## config.mk

```make
export PLATFORM = sky130hd
export DESIGN_NAME = sorted_insert_queue
export DESIGN_NICKNAME = d
export VERILOG_FILES = /design/src/rtl/sorted_insert_queue.sv
export SDC_FILE = /design/constraint.sdc
export NUM_CORES = 1
export LEC_CHECK = 0
export BUFFER_PORTS_ARGS = -buffer_cell sky130_fd_sc_hd__buf_2
export CORE_MARGIN = 5
export CORE_UTILIZATION = 50
export CTS_CLUSTER_SIZE = 14
export DETAILED_ROUTE_END_ITERATION = 16
export HOLD_SLACK_MARGIN = 0.06
export PLACE_DENSITY = 0.7
export SLEW_MARGIN = 0
export SYNTH_ARGS = -nofsm -noshare
export SYNTH_HDL_FRONTEND = slang
export SYNTH_SLANG_ARGS = --single-unit
```

## constraint.sdc

```tcl
create_clock -name clk -period 4.3 [get_ports clk]
set_input_delay 0.645 -clock clk [delete_from_list [all_inputs] [get_ports clk]]
set_output_delay 0.645 -clock clk [all_outputs]
set_load 0.01 [all_outputs]
```

## src/rtl/sorted_insert_queue.sv

```systemverilog
`default_nettype none
// ============================================================================
// sorted_insert_queue : one-cycle sorted insert/pop priority queue (stable ties)
// Rev 1.0
// ============================================================================
module sorted_insert_queue #(
  parameter int depth      = 8,
  parameter int data_sz    = 4,
  parameter int comparator = 0
) (
  input  logic                         clk,
  input  logic                         rst_n,
  input  logic                         push_valid,
  input  logic [data_sz-1:0]           push_data,
  output logic                         push_ready,
  output logic                         pop_valid,
  output logic [data_sz-1:0]           pop_data,
  input  logic                         pop_ready,
  output logic [$clog2(depth+1)-1:0]   count,
  output logic                         full,
  output logic                         empty
);

  localparam int               CNT_W   = $clog2(depth+1);
  localparam logic [CNT_W-1:0] DEPTH_C = CNT_W'(depth);

  logic [data_sz-1:0] r_slot [depth];
  logic [CNT_W-1:0]   r_count;

  logic               w_push_fire;
  logic               w_pop_fire;
  logic [data_sz-1:0] w_base [depth];
  logic [CNT_W-1:0]   w_base_count;
  logic [depth-1:0]   w_worse;
  logic [data_sz-1:0] w_next [depth];

  assign count      = r_count;
  assign full       = (r_count == DEPTH_C);
  assign empty      = (r_count == '0);
  assign push_ready = !full;
  assign pop_valid  = !empty;
  assign pop_data   = r_slot[0];

  always_comb begin
    w_push_fire  = push_valid && !full;
    w_pop_fire   = pop_valid && pop_ready;
    w_base_count = r_count - CNT_W'(w_pop_fire);

    // Post-pop view of the array: insertion is searched over what remains.
    for (int i = 0; i < depth - 1; i++) begin
      w_base[i] = w_pop_fire ? r_slot[i+1] : r_slot[i];
    end
    w_base[depth-1] = r_slot[depth-1];

    // Strictly-worse mask; equal entries stay ahead of the new one.
    for (int i = 0; i < depth; i++) begin
      if (comparator == 0) begin
        w_worse[i] = (CNT_W'(i) < w_base_count) && (w_base[i] > push_data);
      end else begin
        w_worse[i] = (CNT_W'(i) < w_base_count) && (w_base[i] < push_data);
      end
    end

    w_next[0] = (w_push_fire && (w_worse[0] || (w_base_count == '0)))
                ? push_data : w_base[0];
    for (int i = 1; i < depth; i++) begin
      if (!w_push_fire) begin
        w_next[i] = w_base[i];
      end else if (w_worse[i-1]) begin
        w_next[i] = w_base[i-1];
      end else if (w_worse[i] || (CNT_W'(i) == w_base_count)) begin
        w_next[i] = push_data;
      end else begin
        w_next[i] = w_base[i];
      end
    end
  end

  always_ff @(posedge clk) begin
    if (!rst_n) begin
      r_count <= '0;
    end else begin
      r_count <= r_count + CNT_W'(w_push_fire) - CNT_W'(w_pop_fire);
    end
  end

  always_ff @(posedge clk) begin
    for (int i = 0; i < depth; i++) begin
      r_slot[i] <= w_next[i];
    end
  end

endmodule
`default_nettype wire

```

# After elaboration in Yosys (flattened, before gate mapping)

Memory sizes are Yosys's and may differ from the RTL's.
Cells that the tools add are included.

RAM bits: 32
Logic and storage cells: 81
Register bits: 4
Memories kept: 1
Output and inout bits: 12

Equal/unequal tests: 8
Reduce and logical (&&, ||, !) cells: 23
Add/sub/neg operators: 3
Magnitude comparators: 16
Muxes and demuxes: 29

Memory list:

| name   | depth | width | read ports | clocked after memory_dff | write ports | RTL line | RTL |
|---|---|---|---|---|---|---|---|
| r_slot | 8     | 4     | 8          | 0                        | 8           | 27       | `logic [data_sz-1:0] r_slot [depth];` |

Operators by type and width:

| operator                                                                     | count |
|---|---|
| 4-bit two-way mux                                                            | 29 |
| 4-bit > comparator                                                           | 8 |
| 3-bit by 4-bit == test with 1-bit output (first input constant)              | 4 |
| 3-bit by 4-bit less-than comparator with 1-bit output (first input constant) | 4 |
| 1-bit logical AND                                                            | 11 |
| 2-bit by 4-bit == test with 1-bit output (first input constant)              | 2 |
| 4-bit logical NOT                                                            | 2 |
| 1-bit logical OR                                                             | 8 |
| 1-bit by 4-bit less-than comparator with 1-bit output (first input constant) | 2 |
| 2-bit by 4-bit less-than comparator with 1-bit output (first input constant) | 2 |
| 4-bit by 1-bit subtractor with 4-bit output                                  | 2 |
| 4-bit by 1-bit adder with 4-bit output                                       | 1 |
| 1-bit by 4-bit == test with 1-bit output (first input constant)              | 1 |
| 4-bit == test (second input constant)                                        | 1 |
| 1-bit logical NOT                                                            | 2 |

# Longest topological paths before layout

Depth in word-level cells: 10
Gate-level depth with buffers: 15

# Least setup slack after synthesis

No wires, ideal clock.

Kind: register to register
Start: reg count[2] (netlist name)
End: mem r_slot[7][0], in the netlist r_slot[1][12], enable pin
Path buffers: 2
Period minus slack after synthesis: 3.493 ns
Data arrival time: 3.154 ns
Cell stages (with the launch flop): 15
Setup slack: 0.807 ns
Setup time: 0.339 ns
Required time: 3.961 ns
Path through: dfxtp_1 -> inv_1 -> ha_1 -> or3b_1 -> nand2_1 -> buf_4 -> buf_8 -> inv_1 -> ha_1 -> ha_1 -> nor2_1 -> a211oi_2 -> a211oi_4 -> a21oi_1 -> a21oi_1

RTL lines:

| item      | RTL line |
|---|---|
| to (decl) | 27 |

==> tab_implementation.tex <==
\begin{tabular}{lr}
\hline
Metric & Value \\
\hline
\multicolumn{2}{l}{\textbf{Route}} \\
\quad Overall routed net length & 7.28 mm \\
\quad Vias per cell & 5.97 \\
\quad Number of nets with antenna violations after detailed routing & 0 \\
\quad 1st-iter DRT viols & 180 \\
\quad Routed via count & 2515 \\
\quad Pre-Repair DR Iteration Count & 5 \\
\quad DRC & 0 \\
\quad Wire length per cell & 17.3 um \\
\multicolumn{2}{l}{\textbf{Critical path}} \\
\quad Maximum fanout count along the critical path & 16 \\
\quad Required arrival time at the worst endpoint & 4530 ps \\
\quad Element type at the critical path end & flop \\
\quad Signal arrival time at the worst endpoint & 3860 ps \\
\quad Startpoint of the most critical register-to-register path & count[2] \\
\quad Crit path launch type & flop \\
\quad Worst setup path category & reg -> reg \\
\quad Startpoint of the worst setup timing path & count[2] \\
\quad Reg2Reg Depth & 13 \\
\multicolumn{2}{l}{\textbf{Global route}} \\
\quad Global routing usage on met3 & 2.92\% \\
\quad Global-route layer with the greatest usage & met2 \\
\quad Congestion Overflow GR & 0 \\
\quad Number of antenna violations at the first check in global routing & 0 \\
\quad Vias in the first global route & 2602 \\
\quad First-pass GRT wire length & 12.3 mm \\
\quad Pin count of the biggest net entering global routing & 22 \\
\quad Global routing usage summed across all routing layers & 20.2\% \\
\quad GR Util met2 & 35.3\% \\
\quad GR met1 Demand/Resource & 25.0\% \\
\multicolumn{2}{l}{\textbf{Synthesis}} \\
\quad Net count of the mapped netlist & 378 \\
\quad Multiplexer area fraction after synthesis & 11.1\% \\
\quad Syn\_area\_per\_cell & 9.25 um2 \\
\quad Part of the Yosys area used for sequential elements & 25.1\% \\
\quad Xor-xnor portion of the synthesized cell area & 1.11\% \\
\quad Largest cells by area after synthesis & sky130\_fd\_sc\_hd\_\_dfxtp\_1, sky130\_fd\_sc\_hd\_\_ha\_1, sky130\_fd\_sc\_hd\_\_mux2\_2, sky130\_fd\_sc\_hd\_\_inv\_1, sky130\_fd\_sc\_hd\_\_a22oi\_1 \\
\quad Dominant combinational cell family by area after synthesis & compound AO/OA/AOI/OAI gates \\
\quad Count of distinct cell types in the synthesized netlist & 63 \\
\quad Yosys synthesis warning count & 0 \\
\quad Simple-gate portion of the synthesized area & 12.9\% \\
\quad Cell type with the highest aggregate area in the netlist & sky130\_fd\_sc\_hd\_\_dfxtp\_1 \\
\quad Flip-flop and latch count after synthesis & 36 \\
\quad Number of synthesized flops with an enable pin & 4 \\
\quad Portion of synthesized cell area occupied by the leading cell type & 21.1\% \\
\quad Async SR Flop Fraction & 0\% \\
\quad Post-Syn Instances & 328 \\
\quad Adder-cell share of the synthesized area & 17.6\% \\
\quad Most frequently used flop master after synthesis & sky130\_fd\_sc\_hd\_\_dfxtp\_1 \\
\quad Post-synthesis compound-gate area fraction & 23.9\% \\
\quad Syn Std Cell Area & 3030 um2 \\
\multicolumn{2}{l}{\textbf{CTS}} \\
\quad Clock Latency Late Sink & 290 ps \\
\quad Clock root buffer & sky130\_fd\_sc\_hd\_\_clkbuf\_8 \\
\quad CTS H-tree depth & 2 \\
\quad Number of buffers added by the clock tree synthesis step & 5 \\
\quad Total setup buffers inserted after CTS & 0 \\
\quad Sink Count & 36 \\
\quad Post-CTS sizing & 0 \\
\quad Number of hold-repair buffers added at the cts stage & 0 \\
\quad Number of buffers between clock root and the deepest sink & 2 \\
\quad CTS tree & built \\
\quad CTS clk-pin slew, worst paths & 80 ps \\
\multicolumn{2}{l}{\textbf{Placement}} \\
\quad GP Congestion & 0.881 \\
\quad Half-perimeter wire length of the detailed placement result & 5.51 mm \\
\quad IO Port Bufs & 19 \\
\multicolumn{2}{l}{\textbf{Floorplan}} \\
\quad Die height & 87.9 um \\
\quad Die Wd & 87.9 um \\
\quad Placeable core region & 5920 um2 \\
\quad DIE AREA & 7720 um2 \\
\quad Num rows & 28 \\
\quad Initial standard-cell utilization of the core & 51.2\% \\
\quad Total I/O pin count & 20 \\
\multicolumn{2}{l}{\textbf{Finish}} \\
\quad Layout overhead on the synthesized area & 6.68\% \\
\quad Fraction of final layout cells sized beyond drive strength 1 & 20.5\% \\
\quad Antenna diodes & 0 \\
\quad Final net count & 395 \\
\multicolumn{2}{l}{\textbf{Timing}} \\
\quad Least-Margin Pin Slew & 605 ps \\
\quad Final cycle utilization of the critical path & 84.4\% \\
\quad Final-layout setup total negative slack & 0 ps \\
\quad Max-slew headroom & 59.7\% \\
\quad Number of max-slew violations in the final report & 0 \\
\quad Maximum operating frequency & 0.275 GHz \\
\quad Crit path time final & 3630 ps \\
\quad Setup repair after global routing missed its margin & no \\
\quad Total setup violations reported at the end of the flow & 0 \\
\quad Worst Skew & 7.26 ps \\
\quad Fin. Hold Viols & 0 \\
\multicolumn{2}{l}{\textbf{Hold path}} \\
\quad Start point of the worst min-delay path & rst\_n \\
\quad WHS Path Cells & 2 \\
\quad Min-Delay Path Class & in -> reg \\
\multicolumn{2}{l}{\textbf{Run}} \\
\quad Number of max-cap violations & 0 \\
\multicolumn{2}{l}{\textbf{Status}} \\
\quad Outcome & complete, no violations \\
\hline
\end{tabular}
-- routing by layer --
layer	share of wire (%)	vias to the layer above
met5	0	-
met4	1.3	0
met3	5.4	8
met2	49	59
met1	44	1197
li1	-	1251
-- layout by cell type (no fill, tap or decap), drive strengths merged, types with 4 or more instances in the layout --
master / count
inv: 43
ha: 41
dfxtp: 32
mux2: 22
buf: 22
a21oi: 19
a22oi: 16
nand2: 13
o22ai: 12
nor2: 12
mux2i: 9
o21ai: 9
nor2b: 8
nand3: 8
clkbuf: 7
o31ai: 5
and2: 5
o211ai: 4
edfxtp: 4
a211oi: 4
-- flip-flops by register name, summed over array words and instances (netlist names) --
register and flops:
count 4, r_slot 32
-- cell families (layout without fill, tap and decap cells) --
family          Yosys count  count (layout)
fa+ha+maj                42              42
compound gates           95              95
simple gates             66              66
xor+xnor                  3               3
mux                      31              31
buf+inv                  55              73
flops                    36              36
-- cell usage after synthesis, drive strengths merged (4+ instances only) --
library cell,instances
a211oi,4
mux2,22
nand3,8
buf,8
edfxtp,4
dfxtp,32
o31ai,5
mux2i,9
o211ai,4
a21oi,19
nor2,12
and2,5
a22oi,16
nor2b,8
ha,41
inv,43
o22ai,12
nand2,13
o21ai,9
-- worst paths after layout --
kind,to,slack (ps)
worst max-delay path,r_slot[0][4],670
worst max register to register,r_slot[0][4],670
worst min register to register,r_slot[0][7],650
worst min-delay path,count[2],600
-- critical path, stage by stage (launching register included) --
cell,delay [ps]
sky130_fd_sc_hd__dfxtp_1,360
sky130_fd_sc_hd__inv_1,150
sky130_fd_sc_hd__ha_1,150
sky130_fd_sc_hd__or3b_1,370
sky130_fd_sc_hd__nand2_1,120
sky130_fd_sc_hd__buf_4,280
sky130_fd_sc_hd__mux2i_1,380
sky130_fd_sc_hd__inv_1,80
sky130_fd_sc_hd__ha_1,300
sky130_fd_sc_hd__and4_1,150
sky130_fd_sc_hd__a21oi_1,480
sky130_fd_sc_hd__nor2_2,100
sky130_fd_sc_hd__a2111oi_4,430
sky130_fd_sc_hd__a221o_1,220
-- stage by stage --
step | std cells | cell area, um2 | hold WS [ps] | setup slack (ps) | utilization [%]
6_report | 421 | 3240 | 602 | 670 | 54.6
3_5_place_dp | 413 | 3150 | 636 | 713 | 53.3
3_3_place_gp | 413 | 3150 | 633 | 780 | 53.3
2_1_floorplan | 328 | 3030 | 591 | 807 | -
5_1_grt | 421 | 3240 | 615 | 356 | 54.6
4_1_cts | 421 | 3240 | 598 | 696 | 54.6
-- cell type report --
| class | count | area, um2 |
|---|---|---|
| clock buffer | 7 | 76.3 |
| clock inverter | 1 | 5.00 |
| fill | 542 | 2690 |
| inverter | 43 | 161 |
| multi-input combinational | 237 | 2020 |
| sequential | 36 | 761 |
| tap | 75 | 93.8 |
| timing repair buffer | 22 | 118 |
Power is not shown: default switching activity piles up to over one toggle a cycle in this logic, so the estimate is an artifact.
